--- src/rtl/sd_axil_arbiter.sv ---
`default_nettype none
// ============================================================================
//  Module   : sd_axil_arbiter
//  Purpose  : Two-port AXI4-Lite arbiter in front of the SD card reader slave.
//             One transaction is in flight at a time. Port 0 (CPU) and
//             port 1 (loader/DMA) compete in IDLE. The winner's request is
//             captured, replayed on the master port (AW strictly before W),
//             and the response is handed back to the winner only.
//  Ports    : aclk, aresetn             - clock, synchronous active-low reset
//             s0_axil_* / s1_axil_*     - AXI4-Lite slave ports 0 and 1
//             m_axil_*                  - AXI4-Lite master port to SD reader
//  Params   : PRIO_FIXED  0 = round-robin on conflicts, 1 = port 0 always wins
//  Revision : 1.0  initial release
// ============================================================================
module sd_axil_arbiter #(
  parameter int PRIO_FIXED = 0
) (
  input  logic        aclk,
  input  logic        aresetn,
  // slave port 0
  input  logic [31:0] s0_axil_awaddr,
  input  logic [2:0]  s0_axil_awprot,
  input  logic        s0_axil_awvalid,
  output logic        s0_axil_awready,
  input  logic [31:0] s0_axil_wdata,
  input  logic [3:0]  s0_axil_wstrb,
  input  logic        s0_axil_wvalid,
  output logic        s0_axil_wready,
  output logic [1:0]  s0_axil_bresp,
  output logic        s0_axil_bvalid,
  input  logic        s0_axil_bready,
  input  logic [31:0] s0_axil_araddr,
  input  logic [2:0]  s0_axil_arprot,
  input  logic        s0_axil_arvalid,
  output logic        s0_axil_arready,
  output logic [31:0] s0_axil_rdata,
  output logic [1:0]  s0_axil_rresp,
  output logic        s0_axil_rvalid,
  input  logic        s0_axil_rready,
  // slave port 1
  input  logic [31:0] s1_axil_awaddr,
  input  logic [2:0]  s1_axil_awprot,
  input  logic        s1_axil_awvalid,
  output logic        s1_axil_awready,
  input  logic [31:0] s1_axil_wdata,
  input  logic [3:0]  s1_axil_wstrb,
  input  logic        s1_axil_wvalid,
  output logic        s1_axil_wready,
  output logic [1:0]  s1_axil_bresp,
  output logic        s1_axil_bvalid,
  input  logic        s1_axil_bready,
  input  logic [31:0] s1_axil_araddr,
  input  logic [2:0]  s1_axil_arprot,
  input  logic        s1_axil_arvalid,
  output logic        s1_axil_arready,
  output logic [31:0] s1_axil_rdata,
  output logic [1:0]  s1_axil_rresp,
  output logic        s1_axil_rvalid,
  input  logic        s1_axil_rready,
  // master port
  output logic [31:0] m_axil_awaddr,
  output logic [2:0]  m_axil_awprot,
  output logic        m_axil_awvalid,
  input  logic        m_axil_awready,
  output logic [31:0] m_axil_wdata,
  output logic [3:0]  m_axil_wstrb,
  output logic        m_axil_wvalid,
  input  logic        m_axil_wready,
  input  logic [1:0]  m_axil_bresp,
  input  logic        m_axil_bvalid,
  output logic        m_axil_bready,
  output logic [31:0] m_axil_araddr,
  output logic [2:0]  m_axil_arprot,
  output logic        m_axil_arvalid,
  input  logic        m_axil_arready,
  input  logic [31:0] m_axil_rdata,
  input  logic [1:0]  m_axil_rresp,
  input  logic        m_axil_rvalid,
  output logic        m_axil_rready
);

  typedef enum logic [2:0] {
    IDLE   = 3'd0,
    WR_AW  = 3'd1,
    WR_W   = 3'd2,
    WR_B   = 3'd3,
    WR_RSP = 3'd4,
    RD_AR  = 3'd5,
    RD_R   = 3'd6,
    RD_RSP = 3'd7
  } state_t;

  state_t      r_state;
  logic        r_last_grant;
  logic        r_owner;
  logic [31:0] r_addr;
  logic [2:0]  r_prot;
  logic [31:0] r_wdata;
  logic [3:0]  r_wstrb;

  // A write needs both AW and W valid; a lone AW or W is not a request.
  logic w_wr0, w_wr1, w_req0, w_req1;
  logic w_winner, w_win_wr, w_grant;
  logic w_bready_sel, w_rready_sel;

  assign w_wr0  = s0_axil_awvalid & s0_axil_wvalid;
  assign w_wr1  = s1_axil_awvalid & s1_axil_wvalid;
  assign w_req0 = w_wr0 | s0_axil_arvalid;
  assign w_req1 = w_wr1 | s1_axil_arvalid;

  // On a conflict the port that did not win last time is served, unless
  // fixed priority is selected, in which case port 0 always wins.
  always_comb begin
    w_winner = 1'b0;
    if (w_req0 && w_req1) begin
      w_winner = (PRIO_FIXED != 0) ? 1'b0 : ~r_last_grant;
    end else if (w_req1) begin
      w_winner = 1'b1;
    end
  end

  assign w_win_wr = w_winner ? w_wr1 : w_wr0;
  // Gated by aresetn so no handshake completes during a reset cycle.
  assign w_grant  = aresetn && (r_state == IDLE) && (w_req0 || w_req1);

  assign s0_axil_awready = w_grant & ~w_winner &  w_win_wr;
  assign s0_axil_wready  = w_grant & ~w_winner &  w_win_wr;
  assign s0_axil_arready = w_grant & ~w_winner & ~w_win_wr;
  assign s1_axil_awready = w_grant &  w_winner &  w_win_wr;
  assign s1_axil_wready  = w_grant &  w_winner &  w_win_wr;
  assign s1_axil_arready = w_grant &  w_winner & ~w_win_wr;

  assign w_bready_sel = r_owner ? s1_axil_bready : s0_axil_bready;
  assign w_rready_sel = r_owner ? s1_axil_rready : s0_axil_rready;

  // Captured payload is replayed unmodified on the master side.
  assign m_axil_awaddr = r_addr;
  assign m_axil_awprot = r_prot;
  assign m_axil_araddr = r_addr;
  assign m_axil_arprot = r_prot;
  assign m_axil_wdata  = r_wdata;
  assign m_axil_wstrb  = r_wstrb;

  always_ff @(posedge aclk) begin
    if (!aresetn) begin
      r_state        <= IDLE;
      r_last_grant   <= 1'b1;
      r_owner        <= 1'b0;
      r_addr         <= '0;
      r_prot         <= '0;
      r_wdata        <= '0;
      r_wstrb        <= '0;
      m_axil_awvalid <= 1'b0;
      m_axil_wvalid  <= 1'b0;
      m_axil_bready  <= 1'b0;
      m_axil_arvalid <= 1'b0;
      m_axil_rready  <= 1'b0;
      s0_axil_bvalid <= 1'b0;
      s0_axil_bresp  <= '0;
      s0_axil_rvalid <= 1'b0;
      s0_axil_rdata  <= '0;
      s0_axil_rresp  <= '0;
      s1_axil_bvalid <= 1'b0;
      s1_axil_bresp  <= '0;
      s1_axil_rvalid <= 1'b0;
      s1_axil_rdata  <= '0;
      s1_axil_rresp  <= '0;
    end else begin
      case (r_state)
        IDLE: begin
          if (w_grant) begin
            r_owner      <= w_winner;
            r_last_grant <= w_winner;
            if (w_win_wr) begin
              r_addr         <= w_winner ? s1_axil_awaddr : s0_axil_awaddr;
              r_prot         <= w_winner ? s1_axil_awprot : s0_axil_awprot;
              r_wdata        <= w_winner ? s1_axil_wdata  : s0_axil_wdata;
              r_wstrb        <= w_winner ? s1_axil_wstrb  : s0_axil_wstrb;
              m_axil_awvalid <= 1'b1;
              r_state        <= WR_AW;
            end else begin
              r_addr         <= w_winner ? s1_axil_araddr : s0_axil_araddr;
              r_prot         <= w_winner ? s1_axil_arprot : s0_axil_arprot;
              m_axil_arvalid <= 1'b1;
              r_state        <= RD_AR;
            end
          end
        end
        // The reader refuses W while AW is pending, so AW completes first.
        WR_AW: begin
          if (m_axil_awready) begin
            m_axil_awvalid <= 1'b0;
            m_axil_wvalid  <= 1'b1;
            r_state        <= WR_W;
          end
        end
        WR_W: begin
          if (m_axil_wready) begin
            m_axil_wvalid <= 1'b0;
            m_axil_bready <= 1'b1;
            r_state       <= WR_B;
          end
        end
        WR_B: begin
          if (m_axil_bvalid) begin
            m_axil_bready <= 1'b0;
            if (r_owner) begin
              s1_axil_bvalid <= 1'b1;
              s1_axil_bresp  <= m_axil_bresp;
            end else begin
              s0_axil_bvalid <= 1'b1;
              s0_axil_bresp  <= m_axil_bresp;
            end
            r_state <= WR_RSP;
          end
        end
        WR_RSP: begin
          if (w_bready_sel) begin
            s0_axil_bvalid <= 1'b0;
            s1_axil_bvalid <= 1'b0;
            s0_axil_bresp  <= '0;
            s1_axil_bresp  <= '0;
            r_state        <= IDLE;
          end
        end
        RD_AR: begin
          if (m_axil_arready) begin
            m_axil_arvalid <= 1'b0;
            m_axil_rready  <= 1'b1;
            r_state        <= RD_R;
          end
        end
        RD_R: begin
          if (m_axil_rvalid) begin
            m_axil_rready <= 1'b0;
            if (r_owner) begin
              s1_axil_rvalid <= 1'b1;
              s1_axil_rdata  <= m_axil_rdata;
              s1_axil_rresp  <= m_axil_rresp;
            end else begin
              s0_axil_rvalid <= 1'b1;
              s0_axil_rdata  <= m_axil_rdata;
              s0_axil_rresp  <= m_axil_rresp;
            end
            r_state <= RD_RSP;
          end
        end
        RD_RSP: begin
          if (w_rready_sel) begin
            s0_axil_rvalid <= 1'b0;
            s1_axil_rvalid <= 1'b0;
            s0_axil_rdata  <= '0;
            s1_axil_rdata  <= '0;
            s0_axil_rresp  <= '0;
            s1_axil_rresp  <= '0;
            r_state        <= IDLE;
          end
        end
        default: r_state <= IDLE;
      endcase
    end
  end

endmodule
`default_nettype wire

--- config.mk ---
export PLATFORM = sky130hd
export DESIGN_NAME = sd_axil_arbiter
export DESIGN_NICKNAME = d
export VERILOG_FILES = /design/src/rtl/sd_axil_arbiter.sv
export SDC_FILE = /design/constraint.sdc
export NUM_CORES = 1
export LEC_CHECK = 0
export ABC_CLOCK_PERIOD_IN_PS = 4300
export CORE_AREA = 2 2 180 182
export CTS_CLUSTER_DIAMETER = 60
export DETAILED_ROUTE_END_ITERATION = 16
export DIE_AREA = 0 0 182 184
export DONT_BUFFER_PORTS = 1
export PLACE_DENSITY = 0.33
export SKIP_CTS_REPAIR_TIMING = 1
export SLEW_MARGIN = 20
export SYNTH_ARGS = -nofsm -noshare
export SYNTH_HDL_FRONTEND = slang
export SYNTH_SLANG_ARGS = --single-unit
export TNS_END_PERCENT = 10
--- constraint.sdc ---
create_clock -name aclk -period 4.3 [get_ports aclk]
set_clock_uncertainty 0.1 [all_clocks]
set_input_delay 0.215 -clock aclk [delete_from_list [all_inputs] [get_ports aclk]]
set_output_delay 0.215 -clock aclk [all_outputs]
set_load 0.005 [all_outputs]
# Word level (Yosys, flattened, before mapping)
# Cells that the tools add are included.
# totals
output_inout_bits	193
wordCells	153
ff_bits	157
input_bits	265
# classes
n_reduce_logical	24
muxes	73
bitwise	13
n_eq_ne	21
# ops
op	n
2-to-1 mux 32 bit	9
case mux 32 bit (2 select lines)	2
2-to-1 mux 3 bit	12
!= test 2 bit (second input constant)	14
2-to-1 mux 1 bit	25
case mux 3 bit (8 select lines)	1
AND reduction 4 bit	6
2-to-1 mux 2 bit	10
case mux 1 bit (2 select lines)	9
case mux 2 bit (2 select lines)	4
nonzero test 2 bit	7
equality test 3 bit (second input constant)	4
AND reduction 3 bit	4
AND 1 bit	8
AND reduction 8 bit	1
equality test 3 x 2 -> 1 bit (second input constant)	2
2-to-1 mux 4 bit	1
equality test 3 x 1 -> 1 bit (second input constant)	1
logical AND 1 bit	3
zero test 3 bit	1
inverter 1 bit	3
bitwise OR 1 bit	2
AND reduction 2 bit	1
logical OR 1 bit	1

# Logic depth before layout (Yosys ltp)
# Gate-level depths: netlist of the first run.
# logic_depth
depth_word	8
ltp_mapped	8
mapped_depth_nobuf	5

# Worst setup path before layout of the first run
# OpenSTA, ideal clock, no wires.
# synth_path
kind	reg-to-reg
startpoint	register r_state[0]
endpoint	register s0_axil_rdata[16]
setup_slack_ns	2.617
setup_time_ns	0.128
required_ns	4.072
stages_incl_launch_ff	9
synth_period_minus_slack_ns	1.683
arrival_ns	1.455
n_path_buf	3
cell_sequence	dfxtp_1 > buf_4 > nand4b_1 > a21boi_1 > mux2_2 > buf_6 > buf_6 > nand3_1 > o21ai_1
# synth_between
elab_chain_cells	3
word_cells_on_any_way	8
classes_between	eq/ne (5); mux (1); reduce/logical (2)
# synth_lines
item	line	source
start, declared	93	state_t r_state;
start signal, assigned	146	r_state <= IDLE;
start signal, assigned	180	r_state <= WR_AW;
start signal, assigned	185	r_state <= RD_AR;
equality test 3 bit	169	case (r_state)
!= test 2 bit (no source line) / nonzero test 2 bit (equally long branches)	--	
AND reduction 4 bit (no source line)	--	
end signal, assigned	242	s0_axil_rdata <= m_axil_rdata;
end, declared	36	output logic [31:0] s0_axil_rdata,
# Several ways; a longest one is shown, not always the timed one.
# A chain may end at the register's enable or synchronous reset.

# Worst setup path in the final report of the first run
# layout_path
startpoint	register r_last_grant
endpoint	register r_addr[17] (netlist: m_axil_araddr[17])
# layout_between
elab_chain_cells	4
word_cells_on_any_way	6
classes_between	mux (5); bitwise (1)
# layout_lines
item	line	source
start, declared	94	logic r_last_grant;
start signal, assigned	173	r_last_grant <= w_winner;
inverter 1 bit *	116	w_winner = (PRIO_FIXED != 0) ? 1'b0 : ~r_last_grant;
2-to-1 mux 1 bit *	115	if (w_req0 && w_req1) begin
2-to-1 mux 32 bit, or another cell as far along	182	r_addr <= w_winner ? s1_axil_araddr : s0_axil_araddr;
2-to-1 mux 32 bit *	174	if (w_win_wr) begin
end signal, assigned	175	r_addr <= w_winner ? s1_axil_awaddr : s0_axil_awaddr;
end signal, assigned	182	
end, declared	96	logic [31:0] r_addr;
# Mark *: on every way between the ends. The rest lies on a longest branch, timed or not.

==> impl_metrics.py, run 1 <==
metrics = {
    "run_status": {
        "status": "finished, violations left",
        "violations": "hold timing",
    },
    "power": {
        "seqPwrFrac": 0.430,
        "pwr-share-comb": 0.278,
        "p_sw_frac": 0.370,
        "power.density_nw_per_um2": 552,
        "p_int_uw": 3260,
        "ir_worst_vdd_mv": 0.248,
        "p_sw_uw": 1920,
        "p_leak_uw": 0.00351,
        "pwr-share-clk": 0.292,
    },
    "timing": {
        "setup_violations": 0,
        "period_needed_ps": 2980,
        "fin_setup_tns_ps": 0,
        "slew_headroom": 0.287,
        "hold_viol": 2,
        "fmax_mhz": 335,
        "rsz0062_at_grt": "no",
        "fin_crit_sh": 0.694,
        "holdWs_ps": -10.2,
        "worst_slew_pin_slew_ps": 1070,
        "timing.final.ws_setup_ps": 1320,
        "slew_viol_final": 0,
    },
    "global_routing": {
        "antenna_found_initial": 0,
        "grt_max_degree": 176,
        "grt_use_total": 0.149,
        "grt_remaining_overflow": 0,
        "grt_pass1_vias": 5901,
        "grt_pass1_wl_um": 37400,
    },
    "floorplanning": {
        "die_area_um2": 33500,
        "fp-row-count": 65,
        "chipWidth_um": 182,
        "fp.dieH_um": 184,
        "pin_count": 458,
        "initial_core_util": 0.223,
        "coreArea_um2": 31400,
    },
    "clocking": {
        "root_buffer": "clkbuf_16",
        "cts.clk_slew.worst_paths_ps": 70,
        "cts_buffer_depth": 2,
        "cts_buffers": 17,
        "cts_tree": "built",
        "insertion_delay_ps": 430,
        "h-tree-depth": 4,
        "cts.sinks": 157,
    },
    "hold_path": {
        "min_path_type": "in2reg",
    },
    "finish": {
        "fin_nets": 1227,
        "layout_common_cells": "179 x dlygate4sd3_1, 157 x dfxtp_1, 108 x nand3_1",
        "drive_gt1_frac": 0.0574,
        "diodes": 0,
        "fillers": 3369,
        "stdcell_count": 1377,
        "synthToLayoutAreaGrowth_pct": 33.8,
        "final_common_cell": "dlygate4sd3_1",
        "postLayoutCoreUtil": 0.299,
    },
    "setup_path": {
        "critPathMaxFanout": 19,
        "arrival_ps": 3200,
        "end_kind": "register",
        "crit_type": "reg2reg",
        "required_ps": 4520,
        "cp-start-kind": "register",
    },
    "drt": {
        "final_antenna_net_count": 0,
        "drc": 0,
        "drt_wl_total_um": 27200,
        "drtIter0Drc": 397,
        "wire_per_inst_um": 19.8,
        "first_pass_iters": 5,
        "viasPerCell": 4.91,
        "num_vias": 6765,
    },
    "yosys": {
        "synth_fp_nets": 1129,
        "ys_types": 51,
        "ys_seq_area_frac": 0.448,
        "syn_inst": 864,
        "syn_avg_cell_area_um2": 8.11,
        "ys_seq_elements": 157,
        "synth_area_um2": 7010,
        "synth_warnings": 0,
    },
    "job": {
        "drv_cap": 0,
    },
    "place": {
        "dpl_worst_slack_ps": 1740,
        "placed_cells": 1165,
        "gp_congestion": 0.802,
        "post-dp-hpwl_um": 18800,
        "io_buffers": 0,
    },
}
## area by class of cell
cell class | instances | area [um^2] | area share
clock buffer | 17 | 425 | 0.0454
timing repair buffer | 188 | 1880 | 0.200
multi-input combinational | 575 | 3190 | 0.340
clock inverter | 15 | 154 | 0.0164
inverter | 23 | 86.3 | 0.00920
sequential | 157 | 3140 | 0.335
tap | 402 | 503 | 0.0536
## kinds of logic (layout without fill, tap and decap cells)
family | Yosys count | count (layout) | synth area share
AO/OA/AOI/OAI | 293 | 293 | 0.251
buffers and inverters | 132 | 243 | 0.0996
flip-flops | 157 | 157 | 0.448
multiplexers | 19 | 19 | 0.0273
AND/OR/NAND/NOR | 263 | 263 | 0.174
## metrics by stage
| step | power, uW | instance area, um^2 |
|---|---|---|
| floorplan | 3160 | 7010 |
| global placement | 3340 | 6980 |
| detailed placement | 3330 | 6980 |
| CTS | 4890 | 7560 |
| global route | 5530 | 9380 |
| finish | 5180 | 9380 |
## synth_stat cells (all sizes together)
master	n	area, um^2
o211ai	2	15.0
a21o	2	15.0
o21a	1	7.51
and2b	1	7.51
dfxtp	157	3140
nor3b	2	20.0
mux2i	18	180
o21ai	145	729
mux2	1	11.3
o22ai	18	113
nor2b	7	46.3
nand2b	2	12.5
clkbuf	37	139
inv	23	86.3
nand2	96	363
nor3	2	15.0
nand3	108	541
a21oi	41	228
o221ai	2	17.5
buf	72	473
nand4b	2	17.5
a222oi	12	120
a31oi	38	238
a31o	2	17.5
nor4bb	1	10.0
and3	2	12.5
a22oi	1	7.51
a21bo	1	10.0
o32ai	16	140
a221oi	5	43.8
a211oi	2	15.0
nand3b	1	7.51
a41o	1	10.0
a21boi	3	22.5
and2	6	37.5
o211a	1	10.0
nor2	33	126
## sequential cells by signal, indices dropped and copies added, names as in the netlist, 2 cells and up
name and cells:
m_axil_araddr 32, m_axil_wdata 32, s0_axil_rdata 32, s1_axil_rdata 32
m_axil_wstrb 4, m_axil_arprot 3, r_state 3, s0_axil_bresp 2
s0_axil_rresp 2, s1_axil_bresp 2, s1_axil_rresp 2
## layer usage
metal | vias to the layer above | routed length, um | track usage | part of all wire
li1 | 3277 | - | - | -
met1 | 3171 | 11400 | 0.175 | 0.42
met2 | 299 | 13300 | 0.247 | 0.49
met3 | 18 | 2100 | 0.0608 | 0.077
met4 | 0 | 476 | 0.0471 | 0.017
met5 | - | 0 | 0 | 0
## worst paths after layout
path                           start                 to  slack, ps  cells after the start
hold reg to reg    s1_axil_rdata[21]  s1_axil_rdata[21]        380                      2
hold / removal    s0_axil_araddr[30]  m_axil_araddr[30]        -10                      2
setup reg to reg        r_last_grant  m_axil_araddr[17]       1320                      6
setup / recovery        r_last_grant  m_axil_araddr[17]       1320                      6
## worst max-delay path, stage by stage, from the launching register on
cell	delay (ps)
dfxtp_1	390
nand2_1	120
nand3_1	570
o22ai_1	410
dlygate4sd3_1	600
o32ai_1	70
dlygate4sd3_1	600
## power groups by stage
| stage | Sequential (uW) | Clock [uW] | Combinational, uW |
|---|---|---|---|
| floorplan | 2020 | 0 | 1140 |
| global placement | 2280 | 0 | 1070 |
| detailed placement | 2260 | 0 | 1070 |
| CTS | 2230 | 1590 | 1070 |
| global route | 2280 | 1640 | 1610 |
| finish | 2230 | 1510 | 1440 |
(Power assumes the default switching activity.)
==> run 2, diff against run 1 <==
--- a/config.mk
+++ b/config.mk
@@ -5,7 +5,7 @@
 export SDC_FILE = /design/constraint.sdc
 export NUM_CORES = 1
 export LEC_CHECK = 0
-export ABC_CLOCK_PERIOD_IN_PS = 4300
+export ABC_CLOCK_PERIOD_IN_PS = 3020
 export CORE_AREA = 2 2 180 182
 export CTS_CLUSTER_DIAMETER = 60
 export DETAILED_ROUTE_END_ITERATION = 16
==> constraint.sdc (replaced) <==
create_clock -name aclk -period 3.02 [get_ports aclk]
set_clock_uncertainty 0.1 [all_clocks]
set_input_delay 0.151 -clock aclk [delete_from_list [all_inputs] [get_ports aclk]]
set_output_delay 0.151 -clock aclk [all_outputs]
set_load 0.005 [all_outputs]
==> impl_metrics.py, run 2 (synthesized netlist as in run 1, its figures left out) <==
metrics = {
    "drt": {
        "final_antenna_net_count": 0,
        "drc": 0,
        "wire_per_inst_um": 19.3,
        "drtIter0Drc": 471,
        "first_pass_iters": 8,
        "drt_wl_total_um": 27000,
        "viasPerCell": 4.95,
        "num_vias": 6894,
    },
    "setup_path": {
        "worstPathCellList": "a21oi_4 > buf_4 > mux2i_1 > dlygate4sd3_1 > a221oi_1 > dlygate4sd3_1",
        "r2r-start": "r_last_grant",
        "cpLargestDelayFamily": "buffers and inverters",
        "end_kind": "register",
        "cpMaxStageDelayCell": "dlygate4sd3_1",
        "ff2ff_path_depth": 6,
        "cp.buffers_inverters": 3,
        "rr_endpoint": "m_axil_araddr[29]",
        "reg2reg_slack_ps": 220,
        "crit_top_cell": "dlygate4sd3_1",
        "crit_type": "reg2reg",
        "required_ps": 3300,
        "critPathMaxFanout": 50,
        "arrival_ps": 3080,
        "cp-start-kind": "register",
        "slowest_delay_ps": 600,
    },
    "floorplanning": {
        "initial_core_util": 0.223,
        "fp.dieH_um": 184,
        "die_area_um2": 33500,
        "pin_count": 458,
        "coreArea_um2": 31400,
        "fp-row-count": 65,
        "chipWidth_um": 182,
    },
    "power": {
        "pwr-share-comb": 0.285,
        "p_leak_uw": 0.00358,
        "seqPwrFrac": 0.423,
        "p_sw_uw": 2740,
        "power.density_nw_per_um2": 780,
        "p_sw_frac": 0.368,
        "ir_worst_vdd_mv": 0.368,
        "pwr-share-clk": 0.292,
        "p_int_uw": 4710,
    },
    "global_routing": {
        "antenna_found_initial": 2,
        "grt_max_degree": 176,
        "grt_pass1_wl_um": 37400,
        "grt_pass1_vias": 5910,
        "grt_remaining_overflow": 0,
        "grt_use_total": 0.147,
    },
    "clocking": {
        "cts.sinks": 157,
        "h-tree-depth": 4,
        "cts_buffer_depth": 2,
        "root_buffer": "clkbuf_16",
        "cts_tree": "built",
        "insertion_delay_ps": 430,
        "cts.clk_slew.worst_paths_ps": 70,
        "cts_buffers": 17,
    },
    "run_status": {
        "status": "finished, violations left",
        "violations": "hold timing",
    },
    "hold_path": {
        "min_path_type": "in2reg",
        "min_from": "s1_axil_awaddr[22]",
        "holdPathStages": 2,
        "min_to": "m_axil_araddr[22]",
    },
    "timing": {
        "fin_crit_sh": 0.926,
        "slew_headroom": 0.305,
        "holdWs_ps": -13.6,
        "fin_setup_tns_ps": 0,
        "setup_violations": 0,
        "slew_viol_final": 0,
        "fmax_mhz": 358,
        "worst_slew_pin_slew_ps": 1040,
        "rsz0062_at_grt": "no",
        "period_needed_ps": 2800,
        "hold_viol": 2,
    },
    "finish": {
        "stdcell_count": 1394,
        "final_common_cell": "dlygate4sd3_1",
        "drive_gt1_frac": 0.0595,
        "diodes": 0,
        "synthToLayoutAreaGrowth_pct": 36.4,
        "layout_common_cells": "192 x dlygate4sd3_1, 157 x dfxtp_1, 108 x nand3_1",
        "fin_nets": 1244,
        "fillers": 3360,
        "postLayoutCoreUtil": 0.305,
    },
    "place": {
        "post-dp-hpwl_um": 18700,
        "gp_congestion": 0.796,
        "placed_cells": 1169,
        "io_buffers": 0,
    },
    "job": {
        "drv_cap": 0,
    },
}
[run 2: cell types whose count changed in the layout (fill, tap and decap cells not counted), moves of 2 or more]
cell	previous run	this run
buf_12	0	2
buf_4	8	10
clkinv_4	7	2
clkinvlp_4	0	2
dlygate4sd3_1	179	192
inv_8	2	4
[run 2: per-layer routing]
metal,share of wire,track usage
met1,0.41,0.173
met2,0.48,0.237
met3,0.087,0.0612
met4,0.022,0.0594
met5,0.00048,0
[run 2: worst max path at each step]
| stage | from | slack, ps | end | cells past startpoint |
|---|---|---|---|---|
| 2_1_floorplan | r_state[0] | 1340 | s0_axil_rdata[16] | 8 |
| 3_3_place_gp | r_state[0] | 820 | s0_axil_rdata[4] | 7 |
| 3_5_place_dp | r_state[0] | 740 | s0_axil_rdata[31] | 7 |
| 4_1_cts | r_state[0] | 730 | s0_axil_rdata[31] | 7 |
| 5_1_grt | r_last_grant | 30 | m_axil_araddr[30] | 6 |
| 6_report | r_last_grant | 220 | m_axil_araddr[29] | 6 |
[run 2: area by class of cell]
cell class                      count  area [um^2]  area share
Clock buffer                       17          425      0.0445
Timing Repair Buffer              205         2060       0.216
Tap cell                          402          503      0.0526
Clock inverter                     15          153      0.0160
Sequential cell                   157         3140       0.329
Multi-Input combinational cell    575         3180       0.333
Inverter                           23         86.3     0.00903
[run 2: power groups by stage]
stage          Combinational (uW)  Clock (uW)  Sequential, uW
4_1_cts                      1560        2260            3160
5_1_grt                      2380        2350            3220
2_1_floorplan                1620           0            2880
3_3_place_gp                 1570           0            3230
3_5_place_dp                 1560           0            3200
6_report                     2120        2170            3150
[run 2: through the flow]
stage | power [uW] | cell area [um^2] | setup WS (ps)
after floorplan | 4500 | 7010 | 1340
after global placement | 4800 | 7030 | 816
after detailed placement | 4760 | 7030 | 740
after CTS | 6990 | 7610 | 731
after global routing | 7950 | 9560 | 34.0
final | 7450 | 9560 | 223
==> run 3, diff against run 2 <==
--- a/config.mk
+++ b/config.mk
@@ -5,13 +5,14 @@
 export SDC_FILE = /design/constraint.sdc
 export NUM_CORES = 1
 export LEC_CHECK = 0
+export ABC_AREA = 1
 export ABC_CLOCK_PERIOD_IN_PS = 3020
-export CORE_AREA = 2 2 180 182
+export CORE_AREA = 2 2 178 180
 export CTS_CLUSTER_DIAMETER = 60
 export DETAILED_ROUTE_END_ITERATION = 16
-export DIE_AREA = 0 0 182 184
+export DIE_AREA = 0 0 180 182
 export DONT_BUFFER_PORTS = 1
-export PLACE_DENSITY = 0.33
+export PLACE_DENSITY = 0.38
 export SKIP_CTS_REPAIR_TIMING = 1
 export SLEW_MARGIN = 20
 export SYNTH_ARGS = -nofsm -noshare
==> impl_metrics.py, run 3 <==
metrics = {
    "run_status": {
        "status": "finished, violations left",
        "violations": "hold timing",
    },
    "timing": {
        "rsz0062_at_grt": "no",
        "fin_crit_sh": 0.909,
        "slew_headroom": 0.300,
        "setup_violations": 0,
        "fmax_mhz": 364,
        "hold_viol": 20,
        "period_needed_ps": 2740,
        "holdWs_ps": -64.9,
        "fin_setup_tns_ps": 0,
        "slew_viol_final": 0,
        "worst_slew_pin_slew_ps": 1050,
    },
    "setup_path": {
        "ff2ff_path_depth": 8,
        "required_ps": 3290,
        "arrival_ps": 3010,
        "reg2reg_slack_ps": 280,
        "end_kind": "register",
        "critPathMaxFanout": 55,
        "cp-start-kind": "register",
        "r2r-start": "r_last_grant",
        "crit_type": "reg2reg",
        "rr_endpoint": "m_axil_wdata[0]",
    },
    "clocking": {
        "cts_buffers": 17,
        "h-tree-depth": 4,
        "cts_tree": "built",
        "cts_buffer_depth": 2,
        "cts.clk_slew.worst_paths_ps": 70,
        "root_buffer": "clkbuf_16",
        "insertion_delay_ps": 430,
        "cts.sinks": 157,
    },
    "yosys": {
        "syn_inst": 1299,
        "syn_avg_cell_area_um2": 6.27,
        "synth-compound-area-share": 0.103,
        "synth_top_family_by_area": "simple AND/OR/NAND/NOR gates",
        "synth_top_cell_by_area": "dfxtp_1",
        "synth_edf_count": 0,
        "synth_ff_type": "dfxtp_1",
        "ys_seq_area_frac": 0.386,
        "synth_warnings": 0,
        "synthMuxAreaShare": 0,
        "synth_area_leaders": "dfxtp_1 39%, nand2_1 25%, nor2_1 6.0%, a21oi_1 5.9%, nand3_1 5.3%",
        "synthAdderAreaFrac": 0,
        "synth_area_um2": 8150,
        "yosys.area_share.simple": 0.393,
        "synthXorXnorAreaFrac": 0,
        "yosys-top-cells-count": "549 x nand2_1, 157 x dfxtp_1, 130 x nor2_1, 96 x a21oi_1, 87 x nand3_1",
        "synth_top_area_share": 0.386,
        "synth_fp_nets": 1564,
        "ys_seq_elements": 157,
        "synth_most_common_cell": "nand2_1",
        "ys_types": 25,
        "synthArstFlopShare": 0,
    },
    "drt": {
        "final_antenna_net_count": 0,
        "num_vias": 8522,
        "viasPerCell": 4.70,
        "drc": 0,
        "wire_per_inst_um": 17.8,
        "drtIter0Drc": 360,
        "drt_wl_total_um": 32300,
        "first_pass_iters": 4,
    },
    "finish": {
        "fillers": 3440,
        "synthToLayoutAreaGrowth_pct": 29.1,
        "regArea_um2": 3140,
        "final_common_cell": "nand2_1",
        "fin_nets": 1663,
        "stdcell_count": 1813,
        "layout_common_cells": "549 x nand2_1, 183 x dlygate4sd3_1, 157 x dfxtp_1",
        "drive_gt1_frac": 0.0546,
        "multiInputGateArea_um2": 4030,
    },
    "job": {
        "drv_cap": 0,
    },
    "global_routing": {
        "antenna_found_initial": 3,
        "grt_max_degree": 79,
        "grt_pass1_wl_um": 46400,
        "grt_remaining_overflow": 0,
        "grt_pass1_vias": 7457,
        "grt_use_total": 0.184,
    },
    "hold_path": {
        "min_to": "m_axil_araddr[21]",
        "holdPathStages": 6,
        "min_from": "s1_axil_araddr[21]",
        "min_path_type": "in2reg",
    },
    "floorplanning": {
        "chipWidth_um": 180,
        "initial_core_util": 0.263,
        "pin_count": 458,
        "fp.dieH_um": 182,
        "coreArea_um2": 31000,
        "fp-row-count": 65,
        "die_area_um2": 32800,
    },
    "power": {
        "p_leak_uw": 0.00479,
        "ir_worst_vdd_mv": 0.353,
        "power.density_nw_per_um2": 651,
    },
    "place": {
        "post-dp-hpwl_um": 22200,
        "gp_congestion": 0.783,
        "placed_cells": 1597,
        "io_buffers": 0,
    },
}
[run 3: changes by cell type after synthesis, sizes merged, moves of 38 or more]
cell   previous run  this run
nand2            96       560
o21ai           145        62
a21oi            41        96
nor2             33       135
a31oi            38         0
inv              23        65
[run 3: cell type report]
class,count,area share
multi-input combinational,957,0.384
timing repair buffer,200,0.189
clock buffer,18,0.0418
inverter,65,0.0232
antenna,1,0.000238
clock inverter,13,0.0150
tap,402,0.0478
sequential,157,0.299
[run 3: kinds of logic after synthesis]
logic type / Yosys count
buffers and inverters: 185
and+or+nand+nor: 794
AOI/OAI and AO/OA: 163
DFF: 157
[run 3: metal layers]
metal  part of all wire  wire, um  up-vias  global-route usage
li1                   -         -     4222                   -
met1               0.40     13100     3927               0.206
met2               0.49     15800      329               0.318
met3              0.082      2650       42              0.0742
met4              0.024       764        2              0.0624
met5            0.00040        13        -                   0
[run 3: power breakdown]
group / leakage (uW) / switching (uW) / internal (uW)
clock network: 0.000281 / 992 / 1260
logic: 0.00324 / 1160 / 769
registers: 0.00127 / 327 / 2340
total: 0.00479 / 2480 / 4360
[run 3: critical path, stage by stage (launching register included)]
cell and delay, ps:
dfxtp_1 370, nand2_4 300, nand2_4 210, buf_4 540, nand2_1 240, nand2_1 130, dlygate4sd3_1 560, nand2_1 60
a21oi_1 150
[run 3: through the flow]
stage | hold WS (ps) | power, uW | setup slack, ps | utilization | area, um^2
final | -64.9 | 6840 | 276 | 0.339 | 10500
after global routing | 0.107 | 7310 | 91.9 | 0.339 | 10500
after CTS | -297 | 6610 | 323 | 0.279 | 8650
after detailed placement | 157 | 4310 | 633 | 0.260 | 8060
after global placement | 150 | 4310 | 676 | 0.260 | 8060
after floorplan | 207 | 4010 | 1370 | - | 8150
[run 3: worst max path at each step]
stage,start,to,cells past startpoint
final,r_last_grant,m_axil_wdata[0],8
after global routing,r_last_grant,m_axil_araddr[20],8
after CTS,r_state[2],s1_axil_arready,6
after detailed placement,r_state[0],m_axil_araddr[18],9
after global placement,r_state[2],m_axil_araddr[19],9
after floorplan,r_state[0],s0_axil_wready,9
